### src/rtl/sdram_arb_pkg.sv
`default_nettype none
// sdram_arb_pkg: shared state encoding, response-FIFO entry layout and sizing helper
// for the multi-port sdram_avl arbiter.  Rev 1.0
package sdram_arb_pkg;

  typedef enum logic [1:0] {
    ST_IDLE     = 2'd0,
    ST_RD_CMD   = 2'd1,
    ST_WR_BURST = 2'd2
  } arb_state_t;

  // Entry fields are sized for the widest supported configuration (8 channels,
  // 16-bit burst lengths); the FIFO itself stores only the bits in use.
  localparam int RSP_ID_MAX_W  = 3;
  localparam int RSP_LEN_MAX_W = 16;

  typedef struct packed {
    logic [RSP_ID_MAX_W-1:0]  id;
    logic [RSP_LEN_MAX_W-1:0] len;
  } rsp_entry_t;

  function automatic int ch_id_w(input int num_ch);
    return (num_ch <= 2) ? 1 : $clog2(num_ch);
  endfunction

endpackage
`default_nettype wire

### src/rtl/sdram_rsp_fifo.sv
`default_nettype none
// sdram_rsp_fifo: synchronous FIFO with registered full/empty flags; pop-while-full
// admits a push in the same cycle.  Rev 1.0
module sdram_rsp_fifo #(
  parameter int WIDTH = 11,
  parameter int DEPTH = 16
) (
  input  logic             clk,
  input  logic             rst_n,
  input  logic             push,
  input  logic [WIDTH-1:0] push_data,
  input  logic             pop,
  output logic [WIDTH-1:0] head,
  output logic             full,
  output logic             empty
);

  localparam int PTR_W = (DEPTH <= 2) ? 1 : $clog2(DEPTH);
  localparam logic [PTR_W:0] CNT_LAST = (PTR_W + 1)'(DEPTH - 1);
  localparam logic [PTR_W:0] CNT_ONE  = (PTR_W + 1)'(1);

  logic [WIDTH-1:0] mem [DEPTH];
  logic [PTR_W-1:0] wr_ptr;
  logic [PTR_W-1:0] rd_ptr;
  logic [PTR_W:0]   count;
  logic             do_push;
  logic             do_pop;

  assign do_pop  = pop & ~empty;
  assign do_push = push & (~full | do_pop);
  assign head    = mem[rd_ptr];

  always_ff @(posedge clk) begin
    if (do_push) begin
      mem[wr_ptr] <= push_data;
    end
  end

  always_ff @(posedge clk) begin
    if (!rst_n) begin
      wr_ptr <= '0;
      rd_ptr <= '0;
      count  <= '0;
      full   <= 1'b0;
      empty  <= 1'b1;
    end else begin
      if (do_push) begin
        wr_ptr <= wr_ptr + 1'b1;
      end
      if (do_pop) begin
        rd_ptr <= rd_ptr + 1'b1;
      end
      case ({do_push, do_pop})
        2'b10: begin
          count <= count + 1'b1;
          empty <= 1'b0;
          full  <= (count == CNT_LAST);
        end
        2'b01: begin
          count <= count - 1'b1;
          full  <= 1'b0;
          empty <= (count == CNT_ONE);
        end
        default: begin
        end
      endcase
    end
  end

endmodule
`default_nettype wire

### src/rtl/sdram_avl_mport_arbiter.sv
`default_nettype none
// sdram_avl_mport_arbiter: round-robin N-channel Avalon-MM burst front-end for the DDR3
// sdram_avl port, with in-order read-response routing.  Rev 1.0
module sdram_avl_mport_arbiter
  import sdram_arb_pkg::*;
#(
  parameter int NUM_CH    = 4,
  parameter int DATA_W    = 256,
  parameter int ADDR_W    = 25,
  parameter int BURST_W   = 9,
  parameter int RSP_DEPTH = 16
) (
  input  logic                      sdram_afi_clk_clk,
  input  logic                      sdram_afi_reset_reset_n,
  input  logic [NUM_CH*ADDR_W-1:0]  ch_address,
  input  logic [NUM_CH*BURST_W-1:0] ch_burstcount,
  input  logic [NUM_CH*DATA_W-1:0]  ch_writedata,
  input  logic [NUM_CH-1:0]         ch_read,
  input  logic [NUM_CH-1:0]         ch_write,
  output logic [NUM_CH-1:0]         ch_waitrequest,
  output logic [NUM_CH-1:0]         ch_readdatavalid,
  output logic [DATA_W-1:0]         ch_readdata,
  output logic [ADDR_W-1:0]         sdram_avl_address,
  output logic [BURST_W-1:0]        sdram_avl_burstcount,
  output logic [DATA_W-1:0]         sdram_avl_writedata,
  output logic                      sdram_avl_read,
  output logic                      sdram_avl_write,
  output logic                      sdram_avl_beginbursttransfer,
  input  logic                      sdram_avl_waitrequest_n,
  input  logic                      sdram_avl_readdatavalid,
  input  logic [DATA_W-1:0]         sdram_avl_readdata,
  output logic                      err_rsp_underflow
);

  localparam int CH_ID_W = ch_id_w(NUM_CH);
  localparam int ENTRY_W = CH_ID_W + BURST_W;
  localparam logic [CH_ID_W:0]   NUM_CH_V = (CH_ID_W + 1)'(NUM_CH);
  localparam logic [CH_ID_W-1:0] LAST_CH  = CH_ID_W'(NUM_CH - 1);

  logic clk;
  logic rst_n;
  assign clk   = sdram_afi_clk_clk;
  assign rst_n = sdram_afi_reset_reset_n;

  arb_state_t         state;
  arb_state_t         state_nxt;
  logic [CH_ID_W-1:0] grant;
  logic [CH_ID_W-1:0] rr_ptr;
  logic [CH_ID_W-1:0] pick;
  logic [CH_ID_W:0]   slot;
  logic               pick_vld;
  logic               pick_wr;
  logic [BURST_W-1:0] pick_len;
  logic               first_cyc;
  logic [BURST_W-1:0] beat_cnt;
  logic [BURST_W-1:0] rsp_cnt;
  logic [NUM_CH-1:0]  eligible;
  logic [NUM_CH-1:0]  gnt_oh;
  logic [ADDR_W-1:0]  gnt_addr;
  logic [BURST_W-1:0] gnt_bc;
  logic [DATA_W-1:0]  gnt_wdata;
  logic               gnt_rd;
  logic               gnt_wr;
  logic               rd_accept;
  logic               wr_accept;
  logic               cmd_done;
  logic               fifo_push;
  logic               fifo_pop;
  logic               fifo_full;
  logic               fifo_empty;
  logic [ENTRY_W-1:0] fifo_wdata;
  logic [ENTRY_W-1:0] fifo_head;
  rsp_entry_t         head;
  logic               rsp_last;

  function automatic logic [BURST_W-1:0] eff_len(input logic [BURST_W-1:0] bc);
    return (bc == '0) ? BURST_W'(1) : bc;
  endfunction

  // A write never waits on the response FIFO, so it stays eligible when it is full.
  assign eligible = ch_write | (ch_read & {NUM_CH{~fifo_full}});

  always_comb begin
    pick     = rr_ptr;
    pick_vld = 1'b0;
    slot     = '0;
    for (int k = 0; k < NUM_CH; k++) begin
      slot = {1'b0, rr_ptr} + (CH_ID_W + 1)'(k);
      if (slot >= NUM_CH_V) begin
        slot = slot - NUM_CH_V;
      end
      if (!pick_vld && eligible[slot[CH_ID_W-1:0]]) begin
        pick_vld = 1'b1;
        pick     = slot[CH_ID_W-1:0];
      end
    end
  end

  always_comb begin
    gnt_addr  = '0;
    gnt_bc    = '0;
    gnt_wdata = '0;
    gnt_rd    = 1'b0;
    gnt_wr    = 1'b0;
    gnt_oh    = '0;
    pick_len  = '0;
    pick_wr   = 1'b0;
    for (int i = 0; i < NUM_CH; i++) begin
      if (grant == CH_ID_W'(i)) begin
        gnt_addr  = ch_address[i*ADDR_W +: ADDR_W];
        gnt_bc    = ch_burstcount[i*BURST_W +: BURST_W];
        gnt_wdata = ch_writedata[i*DATA_W +: DATA_W];
        gnt_rd    = ch_read[i];
        gnt_wr    = ch_write[i];
        gnt_oh[i] = 1'b1;
      end
      if (pick == CH_ID_W'(i)) begin
        pick_len = eff_len(ch_burstcount[i*BURST_W +: BURST_W]);
        pick_wr  = ch_write[i];
      end
    end
  end

  assign sdram_avl_address    = gnt_addr;
  assign sdram_avl_burstcount = gnt_bc;
  assign sdram_avl_writedata  = gnt_wdata;

  always_ff @(posedge clk) begin
    if (!rst_n) begin
      state <= ST_IDLE;
    end else begin
      state <= state_nxt;
    end
  end

  always_comb begin
    state_nxt                    = state;
    sdram_avl_read               = 1'b0;
    sdram_avl_write              = 1'b0;
    sdram_avl_beginbursttransfer = 1'b0;
    ch_waitrequest               = '1;
    rd_accept                    = 1'b0;
    wr_accept                    = 1'b0;
    case (state)
      ST_IDLE: begin
        if (pick_vld) begin
          state_nxt = pick_wr ? ST_WR_BURST : ST_RD_CMD;
        end
      end
      ST_RD_CMD: begin
        sdram_avl_read               = gnt_rd;
        sdram_avl_beginbursttransfer = first_cyc;
        ch_waitrequest               = ~(gnt_oh & {NUM_CH{sdram_avl_waitrequest_n}});
        rd_accept                    = gnt_rd & sdram_avl_waitrequest_n;
        if (rd_accept) begin
          state_nxt = ST_IDLE;
        end
      end
      ST_WR_BURST: begin
        sdram_avl_write              = gnt_wr;
        sdram_avl_beginbursttransfer = first_cyc;
        ch_waitrequest               = ~(gnt_oh & {NUM_CH{sdram_avl_waitrequest_n}});
        wr_accept                    = gnt_wr & sdram_avl_waitrequest_n;
        if (wr_accept && beat_cnt == BURST_W'(1)) begin
          state_nxt = ST_IDLE;
        end
      end
      default: begin
        state_nxt = ST_IDLE;
      end
    endcase
  end

  assign cmd_done = rd_accept | (wr_accept & (beat_cnt == BURST_W'(1)));

  always_ff @(posedge clk) begin
    if (!rst_n) begin
      grant     <= '0;
      rr_ptr    <= '0;
      beat_cnt  <= '0;
      first_cyc <= 1'b0;
    end else begin
      first_cyc <= 1'b0;
      if (state == ST_IDLE && pick_vld) begin
        grant     <= pick;
        first_cyc <= 1'b1;
        beat_cnt  <= pick_len;
      end
      if (wr_accept) begin
        beat_cnt <= beat_cnt - 1'b1;
      end
      if (cmd_done) begin
        rr_ptr <= (grant == LAST_CH) ? '0 : grant + 1'b1;
      end
    end
  end

  assign fifo_push  = rd_accept;
  assign fifo_wdata = {grant, eff_len(gnt_bc)};

  sdram_rsp_fifo #(
    .WIDTH (ENTRY_W),
    .DEPTH (RSP_DEPTH)
  ) u_rsp_fifo (
    .clk       (clk),
    .rst_n     (rst_n),
    .push      (fifo_push),
    .push_data (fifo_wdata),
    .pop       (fifo_pop),
    .head      (fifo_head),
    .full      (fifo_full),
    .empty     (fifo_empty)
  );

  assign head     = {RSP_ID_MAX_W'(fifo_head[BURST_W +: CH_ID_W]),
                     RSP_LEN_MAX_W'(fifo_head[BURST_W-1:0])};
  assign rsp_last = (RSP_LEN_MAX_W'(rsp_cnt) + RSP_LEN_MAX_W'(1)) == head.len;
  assign fifo_pop = sdram_avl_readdatavalid & ~fifo_empty & rsp_last;

  always_comb begin
    ch_readdatavalid = '0;
    for (int i = 0; i < NUM_CH; i++) begin
      ch_readdatavalid[i] = sdram_avl_readdatavalid & ~fifo_empty
                            & (head.id == RSP_ID_MAX_W'(i));
    end
  end

  assign ch_readdata = sdram_avl_readdata;

  always_ff @(posedge clk) begin
    if (!rst_n) begin
      rsp_cnt           <= '0;
      err_rsp_underflow <= 1'b0;
    end else if (sdram_avl_readdatavalid) begin
      if (fifo_empty) begin
        err_rsp_underflow <= 1'b1;
      end else if (rsp_last) begin
        rsp_cnt <= '0;
      end else begin
        rsp_cnt <= rsp_cnt + 1'b1;
      end
    end
  end

endmodule
`default_nettype wire

### config.mk
export PLATFORM = sky130hd
export DESIGN_NAME = sdram_avl_mport_arbiter
export DESIGN_NICKNAME = d
export VERILOG_FILES = /design/src/rtl/sdram_arb_pkg.sv /design/src/rtl/sdram_rsp_fifo.sv /design/src/rtl/sdram_avl_mport_arbiter.sv
export SDC_FILE = /design/constraint.sdc
export NUM_CORES = 1
export LEC_CHECK = 0
export CAP_MARGIN = 20
export CORE_AREA = 2 2 770 772
export CTS_CLUSTER_SIZE = 30
export DETAILED_ROUTE_END_ITERATION = 8
export DIE_AREA = 0 0 772 774
export SYNTH_ARGS = -nofsm -noshare
export SYNTH_HDL_FRONTEND = slang
export SYNTH_SLANG_ARGS = --single-unit
export TNS_END_PERCENT = 10
### constraint.sdc
create_clock -name sdram_afi_clk_clk -period 3.9 [get_ports sdram_afi_clk_clk]
set_clock_uncertainty 0.15 [all_clocks]
set_input_delay 0.78 -clock sdram_afi_clk_clk [delete_from_list [all_inputs] [get_ports sdram_afi_clk_clk]]
set_output_delay 0.78 -clock sdram_afi_clk_clk [all_outputs]
set_load 0.05 [all_outputs]
==> results of run 1 <==
[worst reg2reg max path, stage by stage, from the launching register on]
cell and delay [ns]:
dfxtp_4 0.43, mux4_2 0.51, a22o_1 0.23, or4_1 0.50, a2111o_1 0.39, o211ai_2 0.13, a41oi_4 0.17, nor2_2 0.16
buf_4 0.12, buf_4 0.19, and3_1 0.24, buf_12 0.17
[cell type report]
cell class | instances | area (µm²) | area share (%)
inverters | 26 | 103 | 0.192
clock buffers | 26 | 629 | 1.18
diodes | 229 | 573 | 1.07
flip-flops and latches | 221 | 6200 | 11.6
repair buffers | 1970 | 23000 | 43.0
clock inverters | 17 | 154 | 0.288
multi-input cells | 2470 | 13000 | 24.3
well taps | 7810 | 9770 | 18.3
[metal layers]
metal	vias to the layer above	share of wire (%)	global-route usage [%]
li1	14100	-	-
met1	14700	36	18.7
met2	2860	38	24.4
met3	951	24	18.6
met4	350	2.0	2.33
met5	-	0.45	0.306
[registers in the layout, indices dropped and copies added, names as in the netlist, named ones only]
signal	count
u_rsp_fifo.mem	176
beat_cnt	9
rsp_cnt	9
u_rsp_fifo.count	5
u_rsp_fifo.rd_ptr	4
u_rsp_fifo.wr_ptr	4
grant	2
rr_ptr	2
state	2
err_rsp_underflow	1
first_cyc	1
u_rsp_fifo.empty	1
u_rsp_fifo.full	1
[power breakdown]
group / internal (W) / leakage [nW] / switching (W)
registers: 0.00266 / 1.96 / 0.0000418
logic: 0.00532 / 15.6 / 0.00794
clock network: 0.00131 / 0.378 / 0.000963
total: 0.00929 / 18.0 / 0.00895
[final timing paths]
check                          from                       to  slack [ns]  depth (start not counted)
hold / removal    err_rsp_underflow        err_rsp_underflow        0.32                          2
setup / recovery           grant[0]  sdram_avl_writedata[58]       -0.08                         15
setup reg to reg          flip-flop     u_rsp_fifo.mem[8][4]        0.21                         11
hold reg to reg   err_rsp_underflow        err_rsp_underflow        0.32                          2
[cells by family after synthesis]
family          after synthesis
simple gates               1372
compound gates              979
buf+inv                     537
flops                       221
mux                          83
fa+ha+maj                    21
xor+xnor                     15
[per-stage QoR]
stage | hold slack, ns | power [W] | setup TNS, ns | std cells
floorplan | 0.294 | 0.00759 | -45.91 | 3228
global placement | 0.304 | 0.0158 | -6.92 | 12400
detailed placement | 0.308 | 0.0158 | -0.752 | 12400
CTS | 0.322 | 0.0184 | -1.10 | 12500
global route | 0.329 | 0.0190 | -3.90 | 12600
finish | 0.321 | 0.0182 | -0.118 | 12800
[layout by cell type, fill, tap and decap left out, types with 26 or more instances in the layout]
cell type / instances
o21ai_2: 26
a21oi_1: 544
buf_6: 41
o21ai_1: 93
o21ai_0: 204
and3_1: 29
nor2_1: 592
a21oi_2: 60
buf_12: 351
dfxtp_1: 40
clkdlybuf4s50_1: 1175
mux4_2: 46
mux2i_1: 34
diode_2: 229
edfxtp_1: 176
buf_4: 363
clkbuf_16: 35
nand2_1: 601
[what timing repair did]
item	CTS	global route
hold endpoints to repair	0	0
buffers inserted	22	14
gates cloned	6	10
pin swaps	6	26
gates resized for setup	215	124
setup endpoints to repair	413	220
==> out/metrics.yaml, run 1 <==
status:
  status: "finished with violations"
  violations: "setup timing"
yosys:
  synthCells: 3228
  synth_top_flop_cell: "edfxtp_1"
  synthXorXnorAreaFrac_pct: 0.610
  syn_nets: 4677
  synthArstFlopShare_pct: 0
  synth_top_area_share_pct: 24.5
  synth_simple_gate_area_share_pct: 25.4
  ys_seq_elements: 221
  netlist_area_um2: 21500
  synth_warnings: 0
  yosysSeqAreaShare_pct: 28.7
  avgSynthCellArea_um2: 6.67
  synthTopCellsByArea: "edfxtp_1, a21oi_1, nand2_1"
  synth_top_family_by_area: "simple AND/OR/NAND/NOR gates"
  synth_most_common_cell: "nand2_1"
  synthMuxAreaShare_pct: 6.54
  synth_common_cells: "nand2_1, nor2_1, a21oi_1"
  synthAdderAreaFrac_pct: 1.22
  yosysTopAreaCell: "edfxtp_1"
  synth_compound_area_share_pct: 23.6
  ys_types: 59
  synth_enable_flop_cells: 176
global_route:
  grt_usage_pct: 17.6
  antenna_found_initial: 534
  grt_pass1_wl_mm: 612
  grt_pass1_vias: 29600
  grt_max_degree: 82
  gr-total-overflow: 0
clock_tree:
  cts_buffers: 25
  cts.sinks: 221
  ctsHtreeMaxLevel: 1
  cts_tree: "yes"
  path_clk_slew_ns: 0.06
  clk_latency_ns: 0.53
  cts_hold_buf: 0
  clockBufferDepth: 3
  root_buffer: "clkbuf_16"
setup_path:
  path_buf_inv: 8
  worstSetupPathType: "flip-flop to primary output"
  worstPathCellList: "inv_4 > ha_4 > buf_12 > buf_16 > buf_12 > buf_4 > buf_4 > nand2_1 > nor2_1 > a21oi_1 > nor2_1 > a21oi_1 > buf_4 > o21ai_1 > buf_12"
  critical-path-max-stage-delay_ns: 0.38
  required_ns: 2.97
  cpMaxStageDelayCell: "dfxtp_4"
  crit_family: "buffers and inverters"
  critPathArrivalTime_ns: 3.05
  endpoint_kind: "primary output"
  critical_path.startpoint_type: "flip-flop"
  critPathMaxFanout: 6
drt:
  vias: 32900
  via_per_inst: 2.58
  avgRoutedWirePerCell_um: 43.3
  drt-total-wl_mm: 553
  drt-pass1-iter-count: 5
  drc: 0
  antenna_left: 0
  drt_iter0_markers: 2573
floorplanning:
  initial_core_util_pct: 3.66
  die_x_um: 772
  num_rows: 282
  die_y_um: 774
  dieArea_um2: 598000
  io_pins: 1986
  coreArea_um2: 589000
sta:
  fin_crit_sh_pct: 102
  relSlewSlack_pct: 51.6
  final_hold_viol_count: 0
  rsz0062_at_grt: "yes"
  worst_slack_ns: -0.0755
  worstMarginPinSlew_ns: 0.718
  final-max-slew-violation-count: 0
  max_freq_mhz: 252
  setup_viol_count_final: 2
  fin_crit_ns: 3.98
power:
  p_leak_nw: 18.0
  p_per_area_nw_per_um2: 341
  ir_drop_mv: 0.338
hold_path:
  min_path_type: "flip-flop to flip-flop"
final_layout:
  drive_gt1_share_pct: 22.1
  finalInstanceArea_um2: 53400
  syn_to_final_growth_pct: 148
  fillers: 68700
  utilization_pct: 9.07
  final_nets: 6163
placement:
  gp_congestion: 0.953
  dp_hpwl_mm: 519
  pre_cts_slack_ns: -0.261
  dpl-instance-area_um2: 50300
  portBuffers: 1473
run:
  cap_violations: 0
(Power assumes the default switching activity.)
==> inputs of run 2 (changes only) <==
TNS_END_PERCENT = unset   (was 10)
==> out/metrics.yaml, run 2 (synthesis gave the netlist of run 1 again) <==
final_layout:
  fillers: 68500  # was 68700
  regArea_um2: 6200  # about the same
  finalNonFillerCells: 12800  # about the same
  syn_to_final_growth_pct: 156  # was 148%
  drive_gt1_share_pct: 27.5  # was 22.1%
  final_common_cell: "clkdlybuf4s50_1"  # unchanged
  layout_common_cells: "clkdlybuf4s50_1, nand2_1, nor2_1"  # unchanged
  largest_registers: "u_rsp_fifo.mem (176), beat_cnt (9), rsp_cnt (9)"  # unchanged
  top_register: "u_rsp_fifo.mem"  # unchanged
  largest_reg_flops: 176  # unchanged
  final_nets: 6166  # was 6163
  multi_input_area_um2: 14400  # was 13000 µm²
clock_tree:
  ctsHtreeMaxLevel: 1  # unchanged
  root_buffer: "clkbuf_16"  # unchanged
  cts_tree: "yes"  # unchanged
  clockBufferDepth: 3  # unchanged
  cts.sinks: 221  # unchanged
  cts_hold_buf: 0  # unchanged
  clk_latency_ns: 0.53  # about the same
  path_clk_slew_ns: 0.07  # was 0.06 ns
  cts_buffers: 23  # was 25
power:
  ir_drop_mv: 0.286  # was 0.338 mV
  p_per_area_nw_per_um2: 344  # was 341 nW/µm²
  p_leak_nw: 18.4  # was 18.0 nW
  p_total_w: 0.0189  # was 0.0182 W
sta:
  final_hold_viol_count: 0  # unchanged
  relSlewSlack_pct: 49.5  # was 51.6%
  rsz0062_at_grt: "yes"  # unchanged
  worstMarginPinSlew_ns: 0.755  # was 0.718 ns
  fin_crit_sh_pct: 102  # about the same
  setup_viol_count_final: 18  # was 2
  fin_crit_ns: 3.97  # was 3.98 ns
  max_freq_mhz: 252  # about the same
  final-max-slew-violation-count: 0  # unchanged
  worst_slack_ns: -0.0719  # was -0.0755 ns
setup_path:
  critical_path.startpoint_type: "flip-flop"  # unchanged
  critPathMaxFanout: 6  # unchanged
  cp-startpoint: "grant[1]"  # was grant[0]
  endpoint_kind: "primary output"  # unchanged
  worstSetupPathType: "flip-flop to primary output"  # unchanged
  required_ns: 2.97  # about the same
  critPathArrivalTime_ns: 3.04  # was 3.05 ns
global_route:
  grt_pass1_wl_mm: 601  # was 612 mm
  grt_max_degree: 72  # was 82
  gr-total-overflow: 0  # unchanged
  grt_usage_pct: 17.2  # was 17.6%
  antenna_found_initial: 430  # was 534
  grt_pass1_vias: 29500  # was 29600
floorplanning:
  die_x_um: 772  # unchanged
  io_pins: 1986  # unchanged
  num_rows: 282  # unchanged
  die_y_um: 774  # unchanged
  initial_core_util_pct: 3.66  # unchanged
  dieArea_um2: 598000  # unchanged
  coreArea_um2: 589000  # unchanged
hold_path:
  min_path_type: "flip-flop to flip-flop"  # unchanged
  hold_start: "rsp_cnt[1]"  # was err_rsp_underflow
placement:
  gp_congestion: 1.00  # was 0.953
  portBuffers: 1473  # unchanged
  dp_hpwl_mm: 505  # was 519 mm
  dp_cells: 12400  # about the same
drt:
  drt-total-wl_mm: 541  # was 553 mm
  drt-pass1-iter-count: 5  # unchanged
  via_per_inst: 2.57  # was 2.58
  drt_iter0_markers: 2820  # was 2573
  vias: 32800  # was 32900
  avgRoutedWirePerCell_um: 42.4  # was 43.3 µm
  drc: 0  # unchanged
  antenna_left: 0  # unchanged
status:
  status: "finished with violations"  # unchanged
  violations: "setup timing"  # unchanged
run:
  cap_violations: 0  # unchanged
run 2: cell types whose count changed in the layout (fill, tap and decap cells not counted), moves of 32 or more:
| cell | previous run | this run |
|---|---|---|
| o21ai_4 | 2 | 37 |
| o21ai_0 | 204 | 43 |
| o21ai_2 | 26 | 116 |
| o21ai_1 | 93 | 129 |
| nor2_2 | 17 | 49 |
| nor2_1 | 592 | 531 |
| nand2_1 | 601 | 558 |
run 2: repair_timing:
action / in CTS / in global routing
gates cloned: 15 / 12
resized for setup: 287 / 340
setup buffers: 37 / 24
endpoints found under the setup margin: 259 / 218
pin swaps: 22 / 80
endpoints found under the hold margin: 0 / 0
run 2: stage by stage:
step | worst slack, ns | setup TNS, ns | area, µm² | utilization [%] | hold WS (ns)
detailed placement | -0.122 | -0.431 | 50000 | 8.50 | 0.324
global placement | -0.240 | -1.07 | 50000 | 8.50 | 0.305
finish | -0.0719 | -0.508 | 55100 | 9.36 | 0.335
global route | -0.187 | -6.75 | 54600 | 9.28 | 0.358
CTS | -0.0986 | -2.04 | 52700 | 8.96 | 0.333
floorplan | 0.0104 | 0 | 21600 | - | 0.294
run 2: worst max-delay path, cell delays in order (launching register included):
cell and delay, ns:
dfxtp_4 0.36, inv_4 0.04, ha_4 0.22, buf_12 0.17, buf_12 0.14, buf_12 0.14
buf_16 0.15, buf_4 0.14, nand2_2 0.05, nor2_2 0.04, a21oi_2 0.11, buf_6 0.20
nor2_4 0.06, a21oi_4 0.22, o21ai_2 0.08, buf_6 0.14, buf_12 0.15
run 2: worst paths after layout:
path,endpoint,slack [ns],depth (start not counted)
max,sdram_avl_writedata[17],-0.07,16
min,rsp_cnt[1],0.33,2
max reg2reg,u_rsp_fifo.mem[11][3],0.08,12
min reg2reg,rsp_cnt[1],0.33,2
run 2: routing by layer:
metal	part of all wire (%)	GRT usage, %
met5	0.31	0
met4	2.1	2.45
met3	24	17.9
met2	39	24.2
met1	35	18.1
run 2: area by class of cell:
type,count,share of cell area (%)
antenna,232,1.05
clock buffer,24,1.05
clock inverter,18,0.427
inverter,26,0.182
multi-input combinational,2470,26.2
sequential,221,11.2
tap,7810,17.7
timing repair buffer,1975,42.1
run 2: where the power goes:
group	internal, W	switching [W]	total [W]
Clock	0.00142	0.000965	0.00239
Sequential	0.00266	0.0000415	0.00270
Combinational	0.00553	0.00832	0.0138
Total	0.00961	0.00932	0.0189
